File: config.mk
export PLATFORM = sky130hd
export DESIGN_NAME = uart_rx_adv_flat
export DESIGN_NICKNAME = d
export VERILOG_FILES = /design/src/rtl/uart_pkg.sv /design/src/rtl/uart_rx_adv_if.sv /design/src/rtl/uart_bit_sampler.sv /design/src/rtl/uart_rx_adv.sv /design/src/flat_wrapper.sv
export SDC_FILE = /design/constraint.sdc
export NUM_CORES = 1
export LEC_CHECK = 0
export BUFFER_PORTS_ARGS = -buffer_cell sky130_fd_sc_hd__buf_2
export CORE_MARGIN = 2
export CORE_UTILIZATION = 55
export CTS_BUF_LIST = sky130_fd_sc_hd__clkbuf_16
export DETAILED_ROUTE_END_ITERATION = 10
export HOLD_SLACK_MARGIN = 0.08
export PLACE_DENSITY = 0.75
export SLEW_MARGIN = 20
export SYNTH_ARGS = -nofsm -noshare
export SYNTH_HDL_FRONTEND = slang
export SYNTH_SLANG_ARGS = --single-unit
File: constraint.sdc
create_clock -name clk -period 3.7 [get_ports clk]
set_input_delay 0.925 -clock clk [delete_from_list [all_inputs] [get_ports clk]]
set_output_delay 0.925 -clock clk [all_outputs]
set_load 0.01 [all_outputs]
File: src/rtl/uart_pkg.sv
// Shared encodings for the UART receiver family.
package uart_pkg;

    // Parity mode encodings; values 5..7 are treated as ParNone by the receiver.
    typedef enum logic [2:0] {
        ParNone  = 3'd0,
        ParOdd   = 3'd1,
        ParEven  = 3'd2,
        ParMark  = 3'd3,
        ParSpace = 3'd4
    } parity_e;

    // Receiver FSM states.
    typedef enum logic [2:0] {
        StIdle    = 3'd0,
        StStart   = 3'd1,
        StData    = 3'd2,
        StParity  = 3'd3,
        StStop    = 3'd4,
        StBrkWait = 3'd5
    } state_e;

    // Stop-bit count encoding.
    typedef enum logic {
        Stop1 = 1'b0,
        Stop2 = 1'b1
    } stop_e;

    localparam logic [3:0] MinDataBits = 4'd5;
    localparam logic [3:0] MaxDataBits = 4'd9;

    // Clamp a requested data-bit count into MinDataBits..max_bits.
    function automatic logic [3:0] clamp_databits(input logic [3:0] req,
                                                  input logic [3:0] max_bits);
        if (req < MinDataBits) begin
            return MinDataBits;
        end
        if (req > max_bits) begin
            return max_bits;
        end
        return req;
    endfunction

endpackage

File: src/rtl/uart_rx_adv_if.sv
// Output side of the receiver: holding register, status flags and valid/ready handshake.
interface uart_rx_adv_if #(
    parameter int unsigned DW = 9
) ();

    logic [DW-1:0] dout;
    logic          rx_valid;
    logic          rx_ready;
    logic          parity_error;
    logic          frame_error;
    logic          overrun;
    logic          break_tick;

    // Receiver side.
    modport master (
        output dout, rx_valid, parity_error, frame_error, overrun, break_tick,
        input  rx_ready
    );

    // Consumer side.
    modport slave (
        input  dout, rx_valid, parity_error, frame_error, overrun, break_tick,
        output rx_ready
    );

endinterface

File: src/rtl/uart_bit_sampler.sv
// Input synchroniser, oversample counter and 3-sample majority vote for one bit period.
module uart_bit_sampler #(
    parameter int unsigned OS = 16
) (
    input  logic clk,
    input  logic rst,
    input  logic rx,
    input  logic s_tick,
    input  logic run,            // counter runs only while a frame is in progress
    output logic rxs,
    output logic bit_val,
    output logic resolve_pulse,
    output logic bit_end_pulse
);

    localparam int unsigned SW = (OS > 2) ? $clog2(OS) : 1;
    localparam logic [SW-1:0] SLo   = SW'(OS / 2 - 1);
    localparam logic [SW-1:0] SMid  = SW'(OS / 2);
    localparam logic [SW-1:0] SHi   = SW'(OS / 2 + 1);
    localparam logic [SW-1:0] SLast = SW'(OS - 1);

    logic [1:0]    sync_q;
    logic [SW-1:0] s_q;
    logic          samp_lo_q;
    logic          samp_mid_q;

    // Two-flop synchroniser, idle-high so reset does not look like a start bit.
    always_ff @(posedge clk or posedge rst) begin
        if (rst) begin
            sync_q <= 2'b11;
        end else begin
            sync_q <= {sync_q[0], rx};
        end
    end

    assign rxs = sync_q[1];

    // Tick counter within the bit plus capture of the first two vote samples.
    always_ff @(posedge clk or posedge rst) begin
        if (rst) begin
            s_q        <= '0;
            samp_lo_q  <= 1'b1;
            samp_mid_q <= 1'b1;
        end else if (!run) begin
            s_q <= '0;
        end else if (s_tick) begin
            s_q <= (s_q == SLast) ? '0 : s_q + SW'(1);
            if (s_q == SLo) begin
                samp_lo_q <= rxs;
            end
            if (s_q == SMid) begin
                samp_mid_q <= rxs;
            end
        end
    end

    // Third sample is the live value, so the vote resolves on the SHi tick itself.
    assign bit_val       = (samp_lo_q & samp_mid_q) | (samp_lo_q & rxs) | (samp_mid_q & rxs);
    assign resolve_pulse = run && s_tick && (s_q == SHi);
    assign bit_end_pulse = run && s_tick && (s_q == SLast);

endmodule

File: src/rtl/uart_rx_adv.sv
// UART receiver: majority-voted bits, 5..9 data bits, parity, break detection and a
// one-entry valid/ready holding register with overrun flag.
module uart_rx_adv
    import uart_pkg::*;
#(
    parameter int unsigned OS = 16,
    parameter int unsigned DW = 9
) (
    input  logic          clk,
    input  logic          rst,
    input  logic          rx,
    input  logic          s_tick,
    input  logic [3:0]    databits,
    input  logic          stopbits,
    input  logic [2:0]    paritymode,
    uart_rx_adv_if.master bus
);

    localparam logic [3:0] MaxBits = (DW < 9) ? 4'(DW) : MaxDataBits;

    logic rxs;
    logic bit_val;
    logic resolve;
    logic bit_end;
    logic run;

    state_e        state_q;
    logic [3:0]    n_q;
    logic [3:0]    nbits_q;
    parity_e       par_q;
    stop_e         stops_q;
    logic          stop_n_q;      // set once the first stop bit has resolved
    logic [DW-1:0] data_q;
    logic          perr_q;
    logic          ferr_q;
    logic          any_one_q;     // any data/parity/stop majority seen as 1

    logic [DW-1:0] dout_q;
    logic          valid_q;
    logic          perr_out_q;
    logic          ferr_out_q;
    logic          overrun_q;
    logic          break_q;

    assign run = (state_q == StStart) || (state_q == StData) ||
                 (state_q == StParity) || (state_q == StStop);

    uart_bit_sampler #(
        .OS(OS)
    ) u_sampler (
        .clk          (clk),
        .rst          (rst),
        .rx           (rx),
        .s_tick       (s_tick),
        .run          (run),
        .rxs          (rxs),
        .bit_val      (bit_val),
        .resolve_pulse(resolve),
        .bit_end_pulse(bit_end)
    );

    // Frame FSM, shift register, holding register and handshake, all registered.
    always_ff @(posedge clk or posedge rst) begin
        if (rst) begin
            state_q    <= StIdle;
            n_q        <= '0;
            nbits_q    <= MaxDataBits;
            par_q      <= ParNone;
            stops_q    <= Stop1;
            stop_n_q   <= 1'b0;
            data_q     <= '0;
            perr_q     <= 1'b0;
            ferr_q     <= 1'b0;
            any_one_q  <= 1'b0;
            dout_q     <= '0;
            valid_q    <= 1'b0;
            perr_out_q <= 1'b0;
            ferr_out_q <= 1'b0;
            overrun_q  <= 1'b0;
            break_q    <= 1'b0;
        end else begin
            break_q <= 1'b0;

            if (valid_q && bus.rx_ready) begin
                valid_q   <= 1'b0;
                overrun_q <= 1'b0;
            end

            unique case (state_q)
                StIdle: begin
                    if (!rxs) begin
                        state_q <= StStart;
                    end
                end

                StStart: begin
                    if (resolve && bit_val) begin
                        state_q <= StIdle;
                    end else if (bit_end) begin
                        state_q   <= StData;
                        n_q       <= '0;
                        data_q    <= '0;
                        perr_q    <= 1'b0;
                        ferr_q    <= 1'b0;
                        any_one_q <= 1'b0;
                        stop_n_q  <= 1'b0;
                        nbits_q   <= clamp_databits(databits, MaxBits);
                        par_q     <= (paritymode > 3'd4) ? ParNone : parity_e'(paritymode);
                        stops_q   <= stop_e'(stopbits);
                    end
                end

                StData: begin
                    if (resolve) begin
                        data_q    <= data_q | (DW'(bit_val) << n_q);
                        any_one_q <= any_one_q | bit_val;
                    end
                    if (bit_end) begin
                        if (n_q == nbits_q - 4'd1) begin
                            state_q <= (par_q == ParNone) ? StStop : StParity;
                        end else begin
                            n_q <= n_q + 4'd1;
                        end
                    end
                end

                StParity: begin
                    if (resolve) begin
                        any_one_q <= any_one_q | bit_val;
                        unique case (par_q)
                            ParOdd:   perr_q <= ~(^data_q ^ bit_val);
                            ParEven:  perr_q <= ^data_q ^ bit_val;
                            ParMark:  perr_q <= ~bit_val;
                            ParSpace: perr_q <= bit_val;
                            default:  perr_q <= 1'b0;
                        endcase
                    end
                    if (bit_end) begin
                        state_q <= StStop;
                    end
                end

                StStop: begin
                    if (resolve) begin
                        if (stop_n_q || (stops_q == Stop1)) begin
                            // Complete at the last stop resolve so the next start is seen early.
                            if (!(any_one_q | bit_val)) begin
                                break_q <= 1'b1;
                                state_q <= StBrkWait;
                            end else begin
                                dout_q     <= data_q;
                                perr_out_q <= perr_q;
                                ferr_out_q <= ferr_q | ~bit_val;
                                valid_q    <= 1'b1;
                                if (valid_q) begin
                                    overrun_q <= ~bus.rx_ready;
                                end
                                state_q <= StIdle;
                            end
                        end else begin
                            ferr_q    <= ferr_q | ~bit_val;
                            any_one_q <= any_one_q | bit_val;
                            stop_n_q  <= 1'b1;
                        end
                    end
                end

                StBrkWait: begin
                    if (rxs) begin
                        state_q <= StIdle;
                    end
                end

                default: state_q <= StIdle;
            endcase
        end
    end

    assign bus.dout         = dout_q;
    assign bus.rx_valid     = valid_q;
    assign bus.parity_error = perr_out_q;
    assign bus.frame_error  = ferr_out_q;
    assign bus.overrun      = overrun_q;
    assign bus.break_tick   = break_q;

endmodule
File: src/flat_wrapper.sv
// flat-port wrapper written by rule: the top's interface ports become plain ports
module uart_rx_adv_flat import uart_pkg::*;
#(
    parameter int unsigned OS = 16,
    parameter int unsigned DW = 9
)
  (clk, rst, rx, s_tick, databits, stopbits, paritymode, bus_dout, bus_rx_valid, bus_parity_error, bus_frame_error, bus_overrun, bus_break_tick, bus_rx_ready);
  uart_rx_adv_if #(.DW(DW)) bus_i ();
  input  logic clk;
  input  logic rst;
  input  logic rx;
  input  logic s_tick;
  input  logic [3:0] databits;
  input  logic stopbits;
  input  logic [2:0] paritymode;
  output wire logic [$bits(bus_i.dout)-1:0] bus_dout;
  output wire logic [$bits(bus_i.rx_valid)-1:0] bus_rx_valid;
  output wire logic [$bits(bus_i.parity_error)-1:0] bus_parity_error;
  output wire logic [$bits(bus_i.frame_error)-1:0] bus_frame_error;
  output wire logic [$bits(bus_i.overrun)-1:0] bus_overrun;
  output wire logic [$bits(bus_i.break_tick)-1:0] bus_break_tick;
  input wire logic [$bits(bus_i.rx_ready)-1:0] bus_rx_ready;
  assign bus_dout = bus_i.dout;
  assign bus_rx_valid = bus_i.rx_valid;
  assign bus_parity_error = bus_i.parity_error;
  assign bus_frame_error = bus_i.frame_error;
  assign bus_overrun = bus_i.overrun;
  assign bus_break_tick = bus_i.break_tick;
  assign bus_i.rx_ready = bus_rx_ready;
  uart_rx_adv #(.OS(OS), .DW(DW)) u_core (.clk(clk), .rst(rst), .rx(rx), .s_tick(s_tick), .databits(databits), .stopbits(stopbits), .paritymode(paritymode), .bus(bus_i));
endmodule
**Yosys cells after proc, flatten, opt, wreduce, memory -nomap -nowiden**

Cells that the tools add are included.

- Flip-flop bits (word level): 50
- Latch bits: 0
- Bits in writable memories: 0
- Bits in read-only memories: 0
- Input port bits: 13
- Output and inout port bits: 14
- Word-level logic and storage cells: 166
- Memories kept: 0

- $add $sub $neg: 3
- $mul: 0
- Div/mod/pow operators: 0
- Order comparisons: 3
- Equal/unequal tests: 30
- Shift operators: 1
- Muxes and demuxes: 68
- Bitwise gates (word level): 14
- Reduce and logical (&&, ||, !) cells: 27

Operators by type and width:

| operator | number |
|---|---|
| $mux W4 | 11 |
| $mux W3 | 12 |
| $mux W1 | 34 |
| $mux W9 | 3 |
| $pmux W3 S6 | 1 |
| $pmux W9 S2 | 1 |
| $ne A2 B2 Y1 const B | 8 |
| $ne A2 B1 Y1 const B | 7 |
| $eq A3 B2 Y1 const B | 4 |
| $eq A4 B4 Y1 const B | 3 |
| $reduce_and A4 Y1 | 3 |
| $reduce_and A5 Y1 | 2 |
| $eq A3 B3 Y1 const B | 3 |
| $or A9 B9 Y9 | 1 |
| $reduce_and A3 Y1 | 3 |
| $reduce_xor A9 Y1 | 1 |
| $shl A1 B4 Y9 | 1 |
| $add A4 B1 Y4 const B | 2 |
| $pmux W4 S2 | 1 |
| $reduce_and A8 Y1 | 1 |
| $eq A3 B1 Y1 const B | 2 |
| $logic_not A3 Y1 | 2 |
| $pmux W1 S2 | 3 |
| $reduce_and A6 Y1 | 1 |
| 18 further kinds | 36 |

**Longest topological paths before layout**

- Word-level depth: 15
- Mapped depth: 8

**Hierarchy**

Synthesis repeated with hierarchy kept, for this count alone.

- Cells, all modules: 246
- Area, all modules: 2,511.2 um^2

Modules (own cells, without submodules):

| module | instances | cells each | area each (um^2) | seq. area each (um^2) |
|---|---|---|---|---|
| uart_rx_adv | 1 | 208 | 2,094.5 | 1,053.5 |
| uart_bit_sampler | 1 | 38 | 416.6 | 205.2 |

**Worst setup path before layout**

Ideal clock, no wire load.

- Kind: input to register
- Start point: in s_tick
- End point: reg u_core.dout_q[5], in the netlist u_core.bus.dout[5]
- Library setup time: 127 ps
- Arrival time: 2,250 ps
- Required time: 3,573 ps
- Path slack: 1,322 ps
- Stages: 7
- Path buffers: 3
- Cell sequence: buf_2 -> and3b_1 -> and4_1 -> buf_2 -> and4b_4 -> buf_6 -> mux2_1

- Cells in the longest elaborated chain, start to end: 3

Ends and longest elaborated chain:

| element | RTL line | source |
|---|---|---|
| start, declared | flat_wrapper.sv:12 | `input logic s_tick;` |
| $logic_and A1 B1 Y1 (2 in series) | uart_bit_sampler.sv:59 | `assign resolve_pulse = run && s_tick && (s_q == SHi);` |
| $reduce_and A4 Y1 (no line) | -- |  |
| end signal, assigned | uart_rx_adv.sv:151 | `dout_q <= data_q;` |
| end, declared | uart_rx_adv.sv:38 | `logic [DW-1:0] dout_q;` |

No other way between the ends.
A chain may end at the register's enable or synchronous reset.

**Final worst setup path**

- Start point: reg u_core.nbits_q[0]
- End point: reg u_core.state_q[0]

- Cells in the longest elaborated chain, start to end: 4

Ends and longest elaborated chain:

| element | RTL line | source |
|---|---|---|
| start, declared | uart_rx_adv.sv:29 | `logic [3:0] nbits_q;` |
| start signal, assigned | uart_rx_adv.sv:67 | `nbits_q <= MaxDataBits;` |
| start signal, assigned | uart_rx_adv.sv:107 | `nbits_q <= clamp_databits(databits, MaxBits);` |
| $sub A4 B1 Y4 | uart_rx_adv.sv:119 | `if (n_q == nbits_q - 4'd1) begin` |
| $eq A4 B4 Y1 | uart_rx_adv.sv:119 |  |
| $ne A2 B2 Y1 (no line) | -- |  |
| $reduce_and A8 Y1 (no line) | -- |  |
| end signal, assigned | uart_rx_adv.sv:120 | `state_q <= (par_q == ParNone) ? StStop : StParity;` |
| end signal, assigned | uart_rx_adv.sv:139 | `state_q <= StStop;` |
| end signal, assigned | uart_rx_adv.sv:149 | `state_q <= StBrkWait;` |
| end, declared | uart_rx_adv.sv:27 | `state_e state_q;` |

No other way between the ends.

==> metrics.md <==
| Metric | Value |
|---|---|
| CP Capture Type | flop |
| Synth Net Count | 285 |
| H-tree levels | 2 |
| Die H | 74.39 µm |
| Dpl hpwl | 3713 µm |
| # IOs | 27 |
| Switching share of power | 0.3298 |
| Global route overflow | 0 |
| Skew final | 0.006186 ns |
| Status | complete, no violations |
| Switching pwr | 504.2 µW |
| Hold Buf Count CTS | 0 |
| Layout area overhead | 10.84% |
| Port Buffers | 26 |
| Asr flop ratio synth | 1.000 |
| Routed wl met2 | 2689 µm |
| Slew Limit Headroom | 0.4384 |
| WP data required | 3.88 ns |
| Cells after Synth | 267 |
| GPL Wtd Cong | 0.8091 |
| Worst vdd ir | 0.2594 mV |
| First-pass GRT wire length | 9135 µm |
| RSZ-0062 raised after global routing | no |
| Ranking of synthesized cells by area | dfrtp_1 (40%), dfstp_2 (5.8%), mux2_1 (5.0%), nor2_1 (4.3%), nand2_1 (3.0%) |
| Pleak | 1.473 nW |
| Slew Limit Fails | 0 |
| Crit. Startpoint | u_core.nbits_q[0] |
| Setup Fix Bufs, Post-CTS | 0 |
| Clock Latency Late Sink | 0.29 ns |
| Mapped cell area | 2725 µm² |
| Worst path slowest cell | dfstp_2 |
| Via density | 5.901 |
| Slowest stage delay, CP | 0.56 ns |
| Pin count of the biggest net entering global routing | 51 |
| Root buf cell | clkbuf_16 |
| Synthesis Warnings | 0 |
| Fin crit share | 0.6487 |
| Area share of the largest cell type after synthesis | 0.4040 |
| Starting Density | 0.5732 |
| RR Endpoint | u_core.state_q[0] |
| Number of max-cap violations | 0 |
| Netlist cell types | 56 |
| # rows | 25 |
| WHS | 0.3567 ns |
| Core footprint | 4755 µm² |
| Flop2flop setup slack | 1.30 ns |
| Setup Viol. Count Final | 0 |
| Crit start category | flop |
| N_diodes | 0 |
| Highest routed metal layer | met4 |
| Minimum clock period | 2.400 ns |
| Final Cell Area | 3020 µm² |
| Crit-path cells | inv_1, ha_1, xor3_1, nor3_4, a21oi_2, o41a_1, o41ai_2 |
| Vias | 2095 |
| Worst-margin pin slew | 0.8414 ns |
| Placed cell areas | 2880 µm² |
| Fin nets | 306 |
| Initial antenna violation count | 0 |
| Cell internal pwr | 1.024 mW |
| Worst-path clk slew | 0.06 ns |
| Count leader, synth | dfrtp_1 |
| Max clock buf depth | 2 |
| R2R depth | 7 |
| # resized after CTS | 0 |
| Crit path max fanout | 7 |
| GRT Util Overall | 0.2154 |
| Fraction of layout cells with a size suffix above 1 | 0.1840 |
| TritonCTS clock tree | yes |
| Part of the Yosys area used for sequential elements | 0.4619 |
| CP Data Arrival Time | 2.58 ns |
| First-pass iteration count of the detailed router | 4 |
| M1 wire length | 2381 µm |
| CTS buffer count | 5 |
| Worst hold path type | flop to flop |
| Crit path to | u_core.state_q[0] |
| Number of synthesized flops with an enable pin | 0 |
| PwrDens | 506.1 nW/µm² |
| Wire per inst | 15.14 µm |
| Fin. Hold Viols | 0 |
| Top post-synthesis cells by count | dfrtp_1 (44), nor2_1 (31), nand2_1 (22) |
| Crit path kind | flop to flop |
| Post-synth top area cell | dfrtp_1 |
| FF+latch count, synth | 50 |
| Worst r2r src | u_core.nbits_q[0] |
| Setup TNS Final | 0 ns |
| Die Area | 5534 µm² |
| Final wirelength | 5374 µm |
| Vias in the first global route | 1960 |
| FMAX | 416.6 MHz |
| Remaining DRCs | 0 |
| Clk sinks | 50 |
| Ys flop type | dfrtp_1 |
| Clock Power Share | 0.289 |
| Sequential power share | 0.469 |
| Mean Syn Cell Area | 10.21 µm² |
| Die width | 74.39 µm |
| Antenna viol nets, final | 0 |
| Combinational Power Share | 0.242 |
| Routed length on met3 | 225 µm |
| Initial DRC Count | 125 |
[critical path, delay by kind of cell (launching register included)]
family | cells | cell delay (ns)
adder cells (fa/ha/maj) | 1 | 0.19
flip-flops | 1 | 0.56
AO/OA/AOI/OAI | 3 | 0.91
XOR/XNOR | 1 | 0.40
buffers and inverters | 1 | 0.07
AND/OR/NAND/NOR | 1 | 0.17
[cell families (layout without fill, tap and decap cells)]
logic type      count (synthesis)  in the layout  share of synthesized area
compound gates                 55             55                     0.1451
xor+xnor                       12             12                    0.06245
fa+ha+maj                       6              6                    0.02663
buf+inv                        26             47                    0.04362
flops                          50             50                     0.4619
mux                            16             16                    0.06520
simple gates                  102            102                     0.1951
[worst min path at each step]
stage / depth (start not counted) / slack (ns) / start / end
2_1_floorplan: 0 / 0.35 / u_core.u_sampler.sync_q[0] / u_core.u_sampler.sync_q[1]
3_3_place_gp: 0 / 0.35 / u_core.u_sampler.sync_q[0] / u_core.u_sampler.sync_q[1]
3_5_place_dp: 0 / 0.35 / u_core.u_sampler.sync_q[0] / u_core.u_sampler.sync_q[1]
4_1_cts: 0 / 0.36 / u_core.u_sampler.sync_q[0] / u_core.u_sampler.sync_q[1]
5_1_grt: 0 / 0.37 / u_core.u_sampler.sync_q[0] / u_core.u_sampler.sync_q[1]
6_report: 0 / 0.36 / u_core.u_sampler.sync_q[0] / u_core.u_sampler.sync_q[1]
[routing by layer]
layer	global-route usage	vias to the layer above
met4	0.08730	0
li1	-	1017
met3	0.04472	7
met2	0.3471	52
met5	0	-
met1	0.2848	1019
[cell usage in the layout (no fill, tap or decap), drive strengths merged, types with 3 or more instances in the layout]
master	instances
dfstp	6
a31oi	5
buf	28
nand2	22
nor4b	3
nor2	31
inv	12
o21ai	13
dfrtp	44
nand2b	5
or3	3
mux2	14
a21oi	10
xnor2	5
nor3	7
a41oi	9
and3	4
nand3b	3
clkbuf	5
a311oi	3
ha	5
nor2b	4
a211oi	3
nand3	10
xor2	3
[stage by stage]
stage                     setup WS, ns  instances    util  power, mW
after floorplan                  1.322        267       -      1.002
after global placement           1.199        348  0.6058      1.078
after detailed placement         1.117        348  0.6058      1.093
after CTS                        1.276        355  0.6350      1.538
after global routing             1.175        355  0.6353      1.622
final                            1.300        355  0.6353      1.529
[sequential cells by signal, summed over array words and instances, names as in the netlist, 2 cells and up, named ones only]
| register | count |
|---|---|
| u_core.bus.dout | 9 |
| u_core.data_q | 9 |
| u_core.n_q | 4 |
| u_core.nbits_q | 4 |
| u_core.u_sampler.s_q | 4 |
| u_core.par_q | 3 |
| u_core.state_q | 3 |
| u_core.u_sampler.sync_q | 2 |
[layout make-up]
class / instances / area [µm²]
clock inverters: 2 / 13.76
repair buffers: 28 / 145.1
well taps: 67 / 83.83
flip-flops and latches: 50 / 1259
inverters: 12 / 46.29
clock buffers: 5 / 125.1
fillers: 414 / 1734
multi-input cells: 191 / 1348
[power groups by stage]
stage	Sequential (mW)	Clock, mW	Combinational (mW)
after floorplan	0.670	0	0.332
after global placement	0.724	0	0.353
after detailed placement	0.727	0	0.366
after CTS	0.716	0.453	0.369
after global routing	0.729	0.477	0.416
final	0.718	0.442	0.369
Power figures use the tool's default switching activity.
